<file path="config.mk">
export PLATFORM = sky130hd
export DESIGN_NAME = vqueue_refill_ctrl_flat
export DESIGN_NICKNAME = d
export VERILOG_FILES = /design/src/rtl/vqueue_refill_ctrl_if.sv /design/src/rtl/vqueue_refill_ctrl.sv /design/src/flat_wrapper.sv
export SDC_FILE = /design/constraint.sdc
export NUM_CORES = 1
export LEC_CHECK = 0
export ABC_CLOCK_PERIOD_IN_PS = 3900
export BUFFER_PORTS_ARGS = -buffer_cell sky130_fd_sc_hd__buf_2
export CAP_MARGIN = 30
export CELL_PAD_IN_SITES_DETAIL_PLACEMENT = 2
export CELL_PAD_IN_SITES_GLOBAL_PLACEMENT = 2
export CORE_MARGIN = 4
export CORE_UTILIZATION = 34
export CTS_BUF_LIST = sky130_fd_sc_hd__clkbuf_16
export CTS_CLUSTER_DIAMETER = 30
export CTS_CLUSTER_SIZE = 14
export DETAILED_ROUTE_END_ITERATION = 8
export GPL_ROUTABILITY_DRIVEN = 0
export GPL_TIMING_DRIVEN = 0
export HOLD_SLACK_MARGIN = 0.03
export PLACE_DENSITY_LB_ADDON = 0.2
export SLEW_MARGIN = 20
export SYNTH_ARGS = -nofsm -noshare
export SYNTH_HDL_FRONTEND = slang
export SYNTH_SLANG_ARGS = --single-unit
export TNS_END_PERCENT = 100
</file>
<file path="constraint.sdc">
create_clock -name clk -period 3.9 [get_ports clk]
set_input_delay 0.195 -clock clk [delete_from_list [all_inputs] [get_ports clk]]
set_output_delay 0.195 -clock clk [all_outputs]
set_load 0.05 [all_outputs]
</file>
<file path="src/rtl/vqueue_refill_ctrl_if.sv">
`default_nettype none
// ---------------------------------------------------------------------------
// vqueue_refill_ctrl_if : burst-read bus between refill controller and memory
// Rev 1.0
// ---------------------------------------------------------------------------
interface vqueue_refill_ctrl_if #(
  parameter int ADDR_W = 24
);
  logic              mem_req_o;
  logic [ADDR_W-1:0] mem_addr_o;
  logic              mem_ack_i;
  logic              mem_rvalid_i;
  logic [31:0]       mem_rdata_i;

  modport master (
    output mem_req_o, mem_addr_o,
    input  mem_ack_i, mem_rvalid_i, mem_rdata_i
  );

  modport slave (
    input  mem_req_o, mem_addr_o,
    output mem_ack_i, mem_rvalid_i, mem_rdata_i
  );
endinterface
`default_nettype wire

</file>
<file path="src/rtl/vqueue_refill_ctrl.sv">
`default_nettype none
// ---------------------------------------------------------------------------
// vqueue_refill_ctrl : keeps a vqueue topped up with fixed-length burst reads
// Rev 1.0
// ---------------------------------------------------------------------------
module vqueue_refill_ctrl #(
  parameter int ADDR_W      = 24,
  parameter int QUEUE_AW    = 5,
  parameter int BURST_LEN   = 8,
  parameter int FRAME_WORDS = 153600
) (
  input  wire logic                clk,
  input  wire logic                reset_n,
  input  wire logic                enable_i,
  input  wire logic [ADDR_W-1:0]   base_addr_i,
  input  wire logic                frame_start_i,
  vqueue_refill_ctrl_if.master     mem,
  input  wire logic                q_pop_i,
  output logic                     q_wren_o,
  output logic [31:0]              q_data_o,
  output logic [QUEUE_AW:0]        level_o,
  output logic                     busy_o,
  output logic                     frame_done_o
);

  localparam int c_LVL_W  = QUEUE_AW + 1;
  localparam int c_OFF_W  = $clog2(FRAME_WORDS + 1);
  localparam int c_BEAT_W = $clog2(BURST_LEN + 1);
  localparam int c_CAP    = (1 << QUEUE_AW) - 1;

  localparam logic [c_LVL_W:0]    c_CAP_X   = (c_LVL_W + 1)'(c_CAP);
  localparam logic [c_LVL_W:0]    c_BURST_X = (c_LVL_W + 1)'(BURST_LEN);
  localparam logic [c_OFF_W-1:0]  c_BURST_O = c_OFF_W'(BURST_LEN);
  localparam logic [c_OFF_W-1:0]  c_FRAME_O = c_OFF_W'(FRAME_WORDS);
  localparam logic [c_BEAT_W-1:0] c_LAST_B  = c_BEAT_W'(BURST_LEN - 1);

  typedef enum logic [1:0] {
    ST_IDLE = 2'd0,
    ST_REQ  = 2'd1,
    ST_DATA = 2'd2
  } state_t;

  state_t              r_state;
  logic                r_pending;
  logic [ADDR_W-1:0]   r_base;
  logic [c_OFF_W-1:0]  r_offset;
  logic [c_BEAT_W-1:0] r_beats;
  logic [c_LVL_W-1:0]  r_level;
  logic                r_req;
  logic [ADDR_W-1:0]   r_addr;
  logic                r_q_wren;
  logic [31:0]         r_q_data;
  logic                r_frame_done;

  logic [c_LVL_W:0]    w_lvl_eff;
  logic                w_space;
  logic                w_pop_eff;
  logic [ADDR_W-1:0]   w_base_sel;
  logic [c_OFF_W-1:0]  w_off_sel;
  logic [ADDR_W-1:0]   w_issue_addr;
  logic [c_OFF_W-1:0]  w_off_next;
  logic                w_wrap;

  // The write registered last edge lands in the queue on this edge, so count it as occupied.
  assign w_lvl_eff    = {1'b0, r_level} + {{c_LVL_W{1'b0}}, r_q_wren};
  assign w_space      = (w_lvl_eff + c_BURST_X) <= c_CAP_X;
  assign w_pop_eff    = q_pop_i && (r_level != '0);

  // A pending restart is applied in the same IDLE cycle that may issue the request.
  assign w_base_sel   = r_pending ? base_addr_i : r_base;
  assign w_off_sel    = r_pending ? '0 : r_offset;
  assign w_issue_addr = w_base_sel + ADDR_W'(w_off_sel);
  assign w_off_next   = r_offset + c_BURST_O;
  assign w_wrap       = (w_off_next == c_FRAME_O);

  always_ff @(posedge clk or negedge reset_n) begin
    if (!reset_n) begin
      r_level <= '0;
    end else begin
      r_level <= r_level + c_LVL_W'(r_q_wren) - c_LVL_W'(w_pop_eff);
    end
  end

  always_ff @(posedge clk or negedge reset_n) begin
    if (!reset_n) begin
      r_state      <= ST_IDLE;
      r_pending    <= 1'b1;
      r_base       <= '0;
      r_offset     <= '0;
      r_beats      <= '0;
      r_req        <= 1'b0;
      r_addr       <= '0;
      r_q_wren     <= 1'b0;
      r_q_data     <= '0;
      r_frame_done <= 1'b0;
    end else begin
      r_q_wren     <= 1'b0;
      r_frame_done <= 1'b0;
      if (frame_start_i) begin
        r_pending <= 1'b1;
      end
      case (r_state)
        ST_IDLE: begin
          if (r_pending) begin
            r_base   <= base_addr_i;
            r_offset <= '0;
            if (!frame_start_i) begin
              r_pending <= 1'b0;
            end
          end
          if (enable_i && w_space) begin
            r_req   <= 1'b1;
            r_addr  <= w_issue_addr;
            r_state <= ST_REQ;
          end
        end
        ST_REQ: begin
          if (mem.mem_ack_i) begin
            r_req        <= 1'b0;
            r_beats      <= '0;
            r_state      <= ST_DATA;
            r_offset     <= w_wrap ? '0 : w_off_next;
            r_frame_done <= w_wrap;
          end
        end
        ST_DATA: begin
          if (mem.mem_rvalid_i) begin
            r_q_wren <= 1'b1;
            r_q_data <= mem.mem_rdata_i;
            r_beats  <= r_beats + c_BEAT_W'(1);
            if (r_beats == c_LAST_B) begin
              r_state <= ST_IDLE;
            end
          end
        end
        default: r_state <= ST_IDLE;
      endcase
    end
  end

  assign mem.mem_req_o  = r_req;
  assign mem.mem_addr_o = r_addr;
  assign q_wren_o       = r_q_wren;
  assign q_data_o       = r_q_data;
  assign level_o        = r_level;
  assign busy_o         = (r_state != ST_IDLE);
  assign frame_done_o   = r_frame_done;

endmodule
`default_nettype wire

</file>
<file path="src/flat_wrapper.sv">
// flat-port wrapper written by rule: the top's interface ports become plain ports
module vqueue_refill_ctrl_flat 
#(
  parameter int ADDR_W      = 24,
  parameter int QUEUE_AW    = 5,
  parameter int BURST_LEN   = 8,
  parameter int FRAME_WORDS = 153600
)
  (clk, reset_n, enable_i, base_addr_i, frame_start_i, q_pop_i, q_wren_o, q_data_o, level_o, busy_o, frame_done_o, mem_mem_req_o, mem_mem_addr_o, mem_mem_ack_i, mem_mem_rvalid_i, mem_mem_rdata_i);
  vqueue_refill_ctrl_if #(.ADDR_W(ADDR_W)) mem_i ();
  input  wire logic clk;
  input  wire logic reset_n;
  input  wire logic enable_i;
  input  wire logic [ADDR_W-1:0] base_addr_i;
  input  wire logic frame_start_i;
  input  wire logic q_pop_i;
  output logic q_wren_o;
  output logic [31:0] q_data_o;
  output logic [QUEUE_AW:0] level_o;
  output logic busy_o;
  output logic frame_done_o;
  output wire logic [$bits(mem_i.mem_req_o)-1:0] mem_mem_req_o;
  output wire logic [$bits(mem_i.mem_addr_o)-1:0] mem_mem_addr_o;
  input wire logic [$bits(mem_i.mem_ack_i)-1:0] mem_mem_ack_i;
  input wire logic [$bits(mem_i.mem_rvalid_i)-1:0] mem_mem_rvalid_i;
  input wire logic [$bits(mem_i.mem_rdata_i)-1:0] mem_mem_rdata_i;
  assign mem_mem_req_o = mem_i.mem_req_o;
  assign mem_mem_addr_o = mem_i.mem_addr_o;
  assign mem_i.mem_ack_i = mem_mem_ack_i;
  assign mem_i.mem_rvalid_i = mem_mem_rvalid_i;
  assign mem_i.mem_rdata_i = mem_mem_rdata_i;
  vqueue_refill_ctrl #(.ADDR_W(ADDR_W), .QUEUE_AW(QUEUE_AW), .BURST_LEN(BURST_LEN), .FRAME_WORDS(FRAME_WORDS)) u_core (.clk(clk), .reset_n(reset_n), .enable_i(enable_i), .base_addr_i(base_addr_i), .frame_start_i(frame_start_i), .mem(mem_i), .q_pop_i(q_pop_i), .q_wren_o(q_wren_o), .q_data_o(q_data_o), .level_o(level_o), .busy_o(busy_o), .frame_done_o(frame_done_o));
endmodule
</file>
* After elaboration in Yosys (flattened, before gate mapping)
Index checks and enable logic that the tools add are counted.
** Storage, ports and cells
- Flip-flop bits (word level) :: 114
- Bits in latches :: 0
- Bits in writable memories :: 0
- Memory bits (read-only) :: 0
- Input bits :: 63
- Output and inout port bits :: 66
- Word-level logic and storage cells :: 64
- Memories kept :: 0
** Operators by class
- Add/sub/neg operators :: 7
- $mul :: 0
- Div/mod/pow operators :: 0
- Order comparisons :: 1
- Equality and inequality tests :: 8
- Shift-type cells :: 0
- Multiplexer cells :: 24
- Bitwise logic cells :: 0
- Reductions and logical operators :: 13
** Operator list (count)
- $mux 18 :: 3
- $pmux 18 s2 :: 1
- $add 24x18->24 :: 1
- $mux 24 :: 1
- $add 18x4->18 const B :: 1
- $eq 18x18->1 const B :: 1
- $mux 1 :: 10
- $mux 2 :: 4
- $mux 4 :: 2
- $pmux 4 s2 :: 1
- $add 6x1->7 :: 1
- $add 7x4->7 const B :: 1
- $le 7x5->1 const B :: 1
- $add 6x1->6 :: 1
- $pmux 2 s3 :: 1
- $reduce_and 2->1 :: 3
- $reduce_and 3->1 :: 2
- $reduce_bool 2->1 :: 3
- $reduce_bool 6->1 :: 1
- $sub 6x1->6 :: 1
- $add 4x1->4 const B :: 1
- $eq 4x3->1 const B :: 1
- $ne 2x1->1 const B :: 2
- $ne 2x2->1 const B :: 2
- 6 further kinds :: 7

* Logic depth before layout (Yosys ltp)
Gate-level depths: netlist of run 1.
- Word-level depth :: 6
- Gate-level depth with buffers :: 13
- Gate-level depth less buffers :: 12

* Worst setup path before layout of run 1
Ideal clock, no wire load.
- Path type :: register to register
- Start point :: register u_core.r_pending
- End point :: register u_core.r_addr[12] (netlist: u_core.mem.mem_addr_o[12])
- Library setup time :: 0.070 ns
- Arrival time :: 3.374 ns
- Data required time :: 3.830 ns
- Slack :: 0.457 ns
- Cell stages (with the launch flop) :: 12
- Path buffers :: 2
- Period minus slack after synthesis :: 3.443 ns
- Path through :: dfstp_2 buf_2 buf_1 mux2_2 ha_1 nand2_1 or4b_4 o221ai_4 a21boi_2 o21a_1 or4_1 nand3_1
** On the way
- Word-level cells in the longest chain between the ends :: 2
- Elaborated cells on any way between the ends :: 3
- Those cells by class :: 1 x add/sub; 2 x mux
** Ends and longest elaborated chain
- start, declared :: RTL line vqueue_refill_ctrl.sv:44 : logic r_pending;
- start signal, assigned :: RTL line vqueue_refill_ctrl.sv:87 : r_pending <= 1'b1;
- start signal, assigned :: RTL line vqueue_refill_ctrl.sv:100 : r_pending <= 1'b1;
- start signal, assigned :: RTL line vqueue_refill_ctrl.sv:108 : r_pending <= 1'b0;
- $mux 24 :: RTL line vqueue_refill_ctrl.sv:70 : assign w_base_sel = r_pending ? base_addr_i : r_base;
- via u_core.w_base_sel[7] :: RTL line vqueue_refill_ctrl.sv:58 : logic [ADDR_W-1:0] w_base_sel;
- $add 24x18->24 :: RTL line vqueue_refill_ctrl.sv:72 : assign w_issue_addr = w_base_sel + ADDR_W'(w_off_sel);
- end signal, assigned :: RTL line vqueue_refill_ctrl.sv:113 : r_addr <= w_issue_addr;
- end, declared :: RTL line vqueue_refill_ctrl.sv:50 : logic [ADDR_W-1:0] r_addr;
The timed path passes the listed nets, and every way through them passes these cells.
A chain may end at the register's enable or synchronous reset.

* Worst setup path in the final report of run 1
- Start point :: register u_core.r_pending
- End point :: register u_core.r_addr[19] (netlist: u_core.mem.mem_addr_o[19])
The elaborated chain is that of the path after synthesis.

==> results of run 1 <==
[cells by family (layout without fill, tap and decap cells)]
| kind of cell | after synthesis | after routing | share of synthesized area, % |
|---|---|---|---|
| simple gates | 335 | 335 | 23.09 |
| compound gates | 128 | 128 | 13.66 |
| flops | 114 | 114 | 44.01 |
| buf+inv | 51 | 249 | 3.068 |
| fa+ha+maj | 37 | 37 | 7.370 |
| mux | 32 | 32 | 5.422 |
| xor+xnor | 25 | 25 | 3.376 |
| other cells | 0 | 2 | 0 |
[cell type report]
class | count | area, um^2 | area share [%]
well taps | 234 | 292.8 | 3.461
clock buffers | 17 | 425.4 | 5.029
repair buffers | 166 | 1045 | 12.35
inverters | 21 | 78.83 | 0.9318
plain buffers | 30 | 131.4 | 1.553
diodes | 2 | 5.005 | 0.05916
flip-flops and latches | 114 | 2854 | 33.74
multi-input cells | 557 | 3445 | 40.72
clock inverters | 15 | 182.7 | 2.159
[layout by cell type (no fill, tap or decap), types with 16 or more instances in the layout]
| master | Yosys | final |
|---|---|---|
| a21oi_1 | 25 | 25 |
| buf_2 | 6 | 131 |
| clkbuf_1 | 21 | 20 |
| clkbuf_16 | 0 | 17 |
| dfrtp_1 | 113 | 113 |
| dlygate4sd3_1 | 0 | 36 |
| ha_1 | 35 | 35 |
| inv_1 | 20 | 20 |
| mux2_2 | 25 | 25 |
| nand2_1 | 213 | 213 |
| nand3_1 | 16 | 16 |
| nor2_1 | 31 | 31 |
| nor2b_1 | 23 | 23 |
| o21ai_0 | 37 | 37 |
[registers in the layout, indices dropped and copies added, names as in the netlist]
name / count
u_core.q_data_o: 32
u_core.mem.mem_addr_o: 24
u_core.r_base: 24
u_core.r_offset: 18
u_core.level_o: 6
u_core.r_beats: 4
u_core.r_state: 2
u_core.frame_done_o: 1
u_core.mem.mem_req_o: 1
u_core.q_wren_o: 1
u_core.r_pending: 1
[critical path, cell delays in order (launching register included)]
cell      delay, ps
dfstp_2         590
buf_4           230
buf_4           260
mux2i_4         340
inv_1            80
ha_1            320
a211oi_1        350
o211ai_1        190
a221oi_2        260
buf_4           170
o211ai_1        230
nand2_1         190
xor2_1          210
o311ai_1        110
[worst max-delay path by stage]
| stage | to | depth (start not counted) |
|---|---|---|
| 2_1_floorplan | u_core.mem.mem_addr_o[12]$_DFFE_PN0P_ | 11 |
| 3_3_place_gp | u_core.mem.mem_addr_o[17]$_DFFE_PN0P_ | 12 |
| 3_5_place_dp | u_core.mem.mem_addr_o[19]$_DFFE_PN0P_ | 12 |
| 4_1_cts | u_core.mem.mem_addr_o[19]$_DFFE_PN0P_ | 12 |
| 5_1_grt | u_core.mem.mem_addr_o[19]$_DFFE_PN0P_ | 12 |
| 6_report | u_core.mem.mem_addr_o[19]$_DFFE_PN0P_ | 13 |
[metal layers]
layer	vias to the layer above	track usage [%]	wire length [um]
li1	2836	-	-
met1	3116	29.07	10590
met5	-	0	0
met3	32	3.880	617
met2	102	42.66	13080
met4	0	8.043	499
[power breakdown]
group / internal [mW] / total [mW] / switching (mW)
logic: 0.944 / 3.48 / 2.54
clock network: 1.01 / 1.65 / 0.643
registers: 1.67 / 1.99 / 0.326
[what timing repair did]
item / 4_1_cts / 5_1_grt
gates resized for setup: 4 / 8
hold endpoints to repair: 77 / 0
hold buffers: 36 / 0
setup buffers: 2 / 0
endpoints found under the setup margin: 11 / 11
gates cloned: 0 / 0
pin swaps: 1 / 2
[per-stage QoR]
stage          instances  util [%]  area, um^2
4_1_cts             1154     45.12        8439
5_1_grt             1156     45.22        8459
6_report            1156     45.22        8459
3_5_place_dp        1084     39.81        7447
2_1_floorplan        722         -        6485
3_3_place_gp        1083     39.63        7413
==> results.tsv, run 1 <==
metric	value	unit
ios	129	
die-area	21350	um^2
worstSkewPairLatency	430	ps
clockBufferDepth	2	
fin_crit	3694	ps
core-area	18710	um^2
fmax	270.7	MHz
p_leak	4.158	nW
ys_ff_latch	114	
fin_crit_sh	94.71	%
syn_avg_cell_area	8.982	um^2
hold_path.startpoint	base_addr_i[19]	
tns	0	ps
ys_types	67	
worstRegToRegCells	13	
area_delta_synth_final	30.45	%
synth_edf_count	0	
yosys-top-cells-area	dfrtp_1, nand2_1, ha_1	
setup.worst_path.start	u_core.r_pending$_DFF_PN1_	
end_kind	flip-flop	
grt_use_total	23.79	%
dpl.hpwl	16960	um
hold_end	u_core.r_base[19]$_DFFE_PN0P_	
mappedNetlistArea	6485	um^2
finalHoldViolCount	0	
drtAntennaViolNets	0	
grt_max_degree	73	
hp-class	in2reg	
drt-initial-drc-count	316	
r2r-start	u_core.r_pending$_DFF_PN1_	
htree_num_levels	4	
drcViolationCount	0	
drt-wirelength-per-cell	21.44	um
final-setup-viol-count	0	
ys_warn_count	0	
crit_fanout	10	
ys.flop_type	dfrtp_1	
portBuffers	127	
whs	71.52	ps
drt-total-wl	24790	um
overflow	0	
worst_ep_arrival_time	3970	ps
grt_pass1_wl	40290	um
relSlewSlack	47.79	%
vias_per_cell	5.265	
rows	50	
synth.most_common_cell	nand2_1	
antenna_found_initial	2	
preCtsSetupSlack	-449.1	ps
final_nets	1007	
r2r-end	u_core.mem.mem_addr_o[19]$_DFFE_PN0P_	
die_w	146.1	um
synth_top_area_share	43.60	%
hold_depth	2	
syn_nets	822	
startpoint_type	flip-flop	
finalPower	7.123	mW
worstMarginPinSlew	780.2	ps
initial_core_util	34.67	%
numClockSinks	114	
critPathKind	reg2reg	
cts-root-buf	clkbuf_16	
drv_slew	0	
drive_above_1_share	23.15	%
clock_skew	9.776	ps
netlist_top_cells_count	nand2_1, dfrtp_1, o21ai_0	
drt-pass1-iter-count	4	
worst_slack	206.2	ps
status	completed	
cts_tree	done	
worst_ir_drop_vdd	0.3751	mV
powerDensity	842.0	nW/um^2
synthCells	722	
seq_area_frac_synth	44.01	%
worstPathRequired	4180	ps
r2r_setup_slack	210	ps
drv_cap	0	
cts-buffers-inserted	17	
yosysTopAreaCell	dfrtp_1	
grt_pass1_vias	7192	
ys_async_sr_fraction	100.0	%
die_y	146.1	um
fillers	2019	
clk_pin_slew_worst_paths	60	ps
vias	6086	
rsz0062_at_grt	false	
Power figures use the tool's default switching activity.
==> run 2, diff against run 1 <==
Settings changed: GPL_TIMING_DRIVEN 0 to default, PLACE_DENSITY_LB_ADDON 0.2 to 0.1.
==> run 2 against run 1 <==
Effect of this change:
- clock-buffer cell count stayed put
- cell area is 1.6% lower
- total power is 3.4% lower
- sequential share of layout area is 0.53 points higher
- critical endpoint unchanged
==> results.tsv, run 2 (same netlist as run 1, synthesis figures left out) <==
metric	value	unit
status	completed	
grt_max_degree	55	
preCtsSetupSlack	445.4	ps
hold_path.startpoint	base_addr_i[19]	
final_common_cell	nand2_1	
grt_pass1_wl	37860	um
finalPower	6.884	mW
worstPathRequired	4200	ps
clk_pin_slew_worst_paths	60	ps
fin_crit_sh	93.01	%
die_y	146.1	um
grt_pass1_vias	6892	
p_leak	4.120	nW
cts_tree	done	
core-area	18710	um^2
startpoint_type	flip-flop	
die-area	21350	um^2
worst_ep_arrival_time	3930	ps
cts-root-buf	clkbuf_16	
dpl.hpwl	15830	um
rows	50	
postCtsHoldBufs	36	
vias	5966	
clockBufferDepth	2	
drt-initial-drc-count	279	
cpPeakStageDelay	680	ps
crit_fanout	9	
use_met3	4.438	%
relSlewSlack	44.33	%
overflow	0	
worst_ir_drop_vdd	0.4732	mV
drive_above_1_share	23.63	%
final-setup-viol-count	0	
use_met2	38.87	%
portBuffers	128	
ios	129	
finalHoldViolCount	0	
met1_usage	28.24	%
numClockSinks	114	
layout_common_cells	nand2_1, buf_2, dfrtp_1	
htree_num_levels	4	
rsz0062_at_grt	false	
hp-class	in2reg	
largest_reg_flops	32	
fmax	275.7	MHz
whs	76.78	ps
fin_crit	3627	ps
powerDensity	826.6	nW/um^2
r2r-start	u_core.r_pending$_DFF_PN1_	
clock_skew	15.82	ps
worstSkewPairLatency	440	ps
die_w	146.1	um
final_nets	984	
drtAntennaViolNets	0	
drt-total-wl	23290	um
fillers	2052	
crit_path_top_delay_cell	dfstp_2	
cts_setup_buffers	0	
crit_chain	mux2i_1 -> inv_1 -> ha_1 -> a211oi_1 -> o211ai_1 -> a221oi_2 -> o211ai_1 -> a211oi_1 -> a31oi_1 -> o311ai_0	
tns	0	ps
worst_slack	272.7	ps
end_kind	flip-flop	
diodes	0	
drv_cap	0	
setup.worst_path.start	u_core.r_pending$_DFF_PN1_	
cts_resized	0	
cts-buffers-inserted	17	
drt-pass1-iter-count	4	
antenna_found_initial	0	
drv_slew	0	
initial_core_util	34.67	%
worstMarginPinSlew	832.0	ps
vias_per_cell	5.275	
grt_use_total	22.17	%
drcViolationCount	0	
grt_busiest_layer	met2	
critPathKind	reg2reg	
drt-wirelength-per-cell	20.59	um
area_delta_synth_final	28.42	%
## run 2: cell count changes in the layout (fill, tap and decap cells not counted), moves of 2 or more
cell and delta:
buf_2 -4, buf_4 +3, bufinv_16 -3, clkbuf_1 -20
clkinvlp_4 -4, diode_2 -2, inv_6 +4, inv_8 +3
## run 2: metal layers
layer	vias to the layer above	wire length (um)	part of all wire, %
met5	-	0	0
met4	0	239	1.0
met3	24	716	3.1
met2	91	11910	51
met1	3049	10420	45
li1	2802	-	-
## run 2: through the flow
step	util, %	instance area [um^2]	std cells
4_1_cts	44.52	8328	1131
3_5_place_dp	39.59	7406	1063
5_1_grt	44.52	8328	1131
6_report	44.52	8328	1131
2_1_floorplan	-	6485	722
3_3_place_gp	39.51	7391	1062
## run 2: layout make-up
class | instances | area [um^2] | area share [%]
Tap cell | 234 | 292.8 | 3.516
Inverter | 21 | 78.83 | 0.9465
Sequential cell | 114 | 2854 | 34.27
Multi-Input combinational cell | 557 | 3450 | 41.42
Timing Repair Buffer | 173 | 1091 | 13.10
Clock inverter | 15 | 136.4 | 1.638
Clock buffer | 17 | 425.4 | 5.108
## run 2: worst max-delay path: cells and delay by family (launching register included)
kind / cells / cell delay, ps
buf+inv: 1 / 110
flops: 1 / 680
compound gates: 7 / 1960
fa+ha+maj: 1 / 340
mux: 1 / 410
## run 2: where the power goes
group,switching (mW),total (mW),internal [mW]
clock network,0.679,1.52,0.840
logic,2.41,3.35,0.940
registers,0.353,2.02,1.67
## run 2: final timing paths
path	endpoint	slack, ps	cells after the start
setup / recovery	u_core.mem.mem_addr_o[19]$_DFFE_PN0P_	270	10
hold / removal	u_core.r_base[19]$_DFFE_PN0P_	80	2
setup reg to reg	u_core.mem.mem_addr_o[19]$_DFFE_PN0P_	270	10
hold reg to reg	u_core.mem.mem_addr_o[6]$_DFFE_PN0P_	480	2
max in group asynchronous	u_core.q_data_o[1]$_DFFE_PN0P_	2710	3
min in group asynchronous	u_core.mem.mem_addr_o[4]$_DFFE_PN0P_	170	2
==> run 3, diff against run 2 <==
Settings changed: CTS_CLUSTER_DIAMETER 30 to 40, PLACE_DENSITY from default to 0.82, PLACE_DENSITY_LB_ADDON 0.1 to default.
==> run 3 against run 2 <==
Effect of this change:
- non-clock buffer count unchanged
- cell count unchanged
- sequential share of layout area about the same
- sequential power about the same
- via count increased by 0.96%
- critical path type unchanged
- clock-buffer cell count unchanged
==> results.tsv, run 3 (same netlist as run 1, synthesis figures left out) <==
metric	value	unit
final-setup-viol-count	0	
drv_slew	0	
drt-total-wl	23050	um
finalHoldViolCount	0	
critPathKind	reg2reg	
worst_slack	296.6	ps
cts_setup_buffers	0	
worstSkewPairLatency	430	ps
relSlewSlack	48.66	%
largest_reg_flops	32	
startpoint_type	flip-flop	
end_kind	flip-flop	
cts-root-buf	clkbuf_16	
diodes	0	
antenna_found_initial	1	
cts_tree	done	
ios	129	
htree_num_levels	4	
cts-buffers-inserted	17	
initial_core_util	34.67	%
r2r_setup_slack	300	ps
hold_depth	2	
clockBufferDepth	2	
grt_max_degree	43	
met1_usage	25.73	%
hp-class	in2reg	
final_core_util	44.56	%
worstMarginPinSlew	767.2	ps
clock_skew	8.773	ps
status	completed	
worst_ep_arrival_time	3890	ps
numClockSinks	114	
drive_above_1_share	23.75	%
tns	0	ps
drt-wirelength-per-cell	20.38	um
die_w	146.1	um
placed_cell_area	7398	um^2
fin_area	8335	um^2
final_common_cell	nand2_1	
r2r-end	u_core.mem.mem_addr_o[19]$_DFFE_PN0P_	
vias	6023	
hold_end	u_core.r_base[19]$_DFFE_PN0P_	
overflow	0	
rows	50	
drcViolationCount	0	
final_nets	984	
use_met3	4.873	%
die-area	21350	um^2
area_delta_synth_final	28.54	%
fin_crit	3603	ps
layout_common_cells	nand2_1, buf_2, dfrtp_1	
clk_pin_slew_worst_paths	60	ps
fmax	277.5	MHz
worst_ir_drop_vdd	0.4990	mV
preCtsSetupSlack	269.0	ps
drtAntennaViolNets	0	
r2r-start	u_core.r_pending$_DFF_PN1_	
crit_fanout	33	
grt_use_total	21.79	%
grt_pass1_vias	6969	
drt-pass1-iter-count	4	
drv_cap	0	
fin_crit_sh	92.39	%
dpl.hpwl	15400	um
worstRegToRegCells	10	
hold_path.startpoint	base_addr_i[19]	
grt_pass1_wl	37610	um
portBuffers	128	
fillers	2014	
worstPathRequired	4190	ps
use_met2	40.10	%
rsz0062_at_grt	false	
vias_per_cell	5.325	
die_y	146.1	um
grt_busiest_layer	met2	
core-area	18710	um^2
drt-initial-drc-count	179	
p_leak	4.117	nW
powerDensity	836.6	nW/um^2
run 3: layout make-up:
type / count / area [um^2] / area share [%]
clock buffers: 17 / 425.4 / 5.104
repair buffers: 173 / 1084 / 13.00
flip-flops and latches: 114 / 2854 / 34.24
inverters: 21 / 78.83 / 0.9457
well taps: 234 / 292.8 / 3.512
clock inverters: 15 / 147.6 / 1.771
multi-input cells: 557 / 3453 / 41.43
run 3: per-stage QoR:
step	hold slack [ps]	total power [mW]	instances
finish	77.96	6.974	1131
detailed placement	183.0	5.335	1063
global route	71.90	7.410	1131
CTS	58.96	6.990	1131
floorplan	-100.6	4.348	722
global placement	171.1	5.119	1063
run 3: repair_timing:
item / CTS / global route
setup endpoints to repair: 0 / 1
resized for setup: 0 / 1
hold endpoints to repair: 67 / 0
hold buffers: 36 / 0
run 3: layer usage:
metal | vias up | routed length (um)
met1 | 3041 | 9702
met3 | 40 | 926
met2 | 151 | 12030
met4 | 2 | 371
li1 | 2789 | -
met5 | - | 12
run 3: worst max path at each step:
stage	from	end	slack, ps	cells after the start
2_1_floorplan	u_core.r_pending$_DFF_PN1_	u_core.mem.mem_addr_o[12]$_DFFE_PN0P_	460	11
3_3_place_gp	u_core.r_pending$_DFF_PN1_	u_core.mem.mem_addr_o[19]$_DFFE_PN0P_	590	10
3_5_place_dp	u_core.r_pending$_DFF_PN1_	u_core.mem.mem_addr_o[19]$_DFFE_PN0P_	270	10
4_1_cts	u_core.r_pending$_DFF_PN1_	u_core.mem.mem_addr_o[19]$_DFFE_PN0P_	200	10
5_1_grt	u_core.r_pending$_DFF_PN1_	u_core.mem.mem_addr_o[19]$_DFFE_PN0P_	30	10
6_report	u_core.r_pending$_DFF_PN1_	u_core.mem.mem_addr_o[19]$_DFFE_PN0P_	300	10
run 3: worst max-delay path: stages, from the launching register on:
cell and delay (ps):
dfstp_2 770, buf_12 250, mux2_2 390, ha_1 440
nand3_1 150, a21boi_0 390, o31ai_1 150, o211ai_1 240
nand2_1 130, xor2_1 160, o311ai_0 360
run 3: report_power, final:
part | total, mW | switching [mW] | leakage [nW] | internal [mW]
clock network | 1.55 | 0.658 | 0.274 | 0.893
registers | 2.04 | 0.374 | 1.44 | 1.67
logic | 3.38 | 2.43 | 2.40 | 0.948
total | 6.97 | 3.47 | 4.12 | 3.51
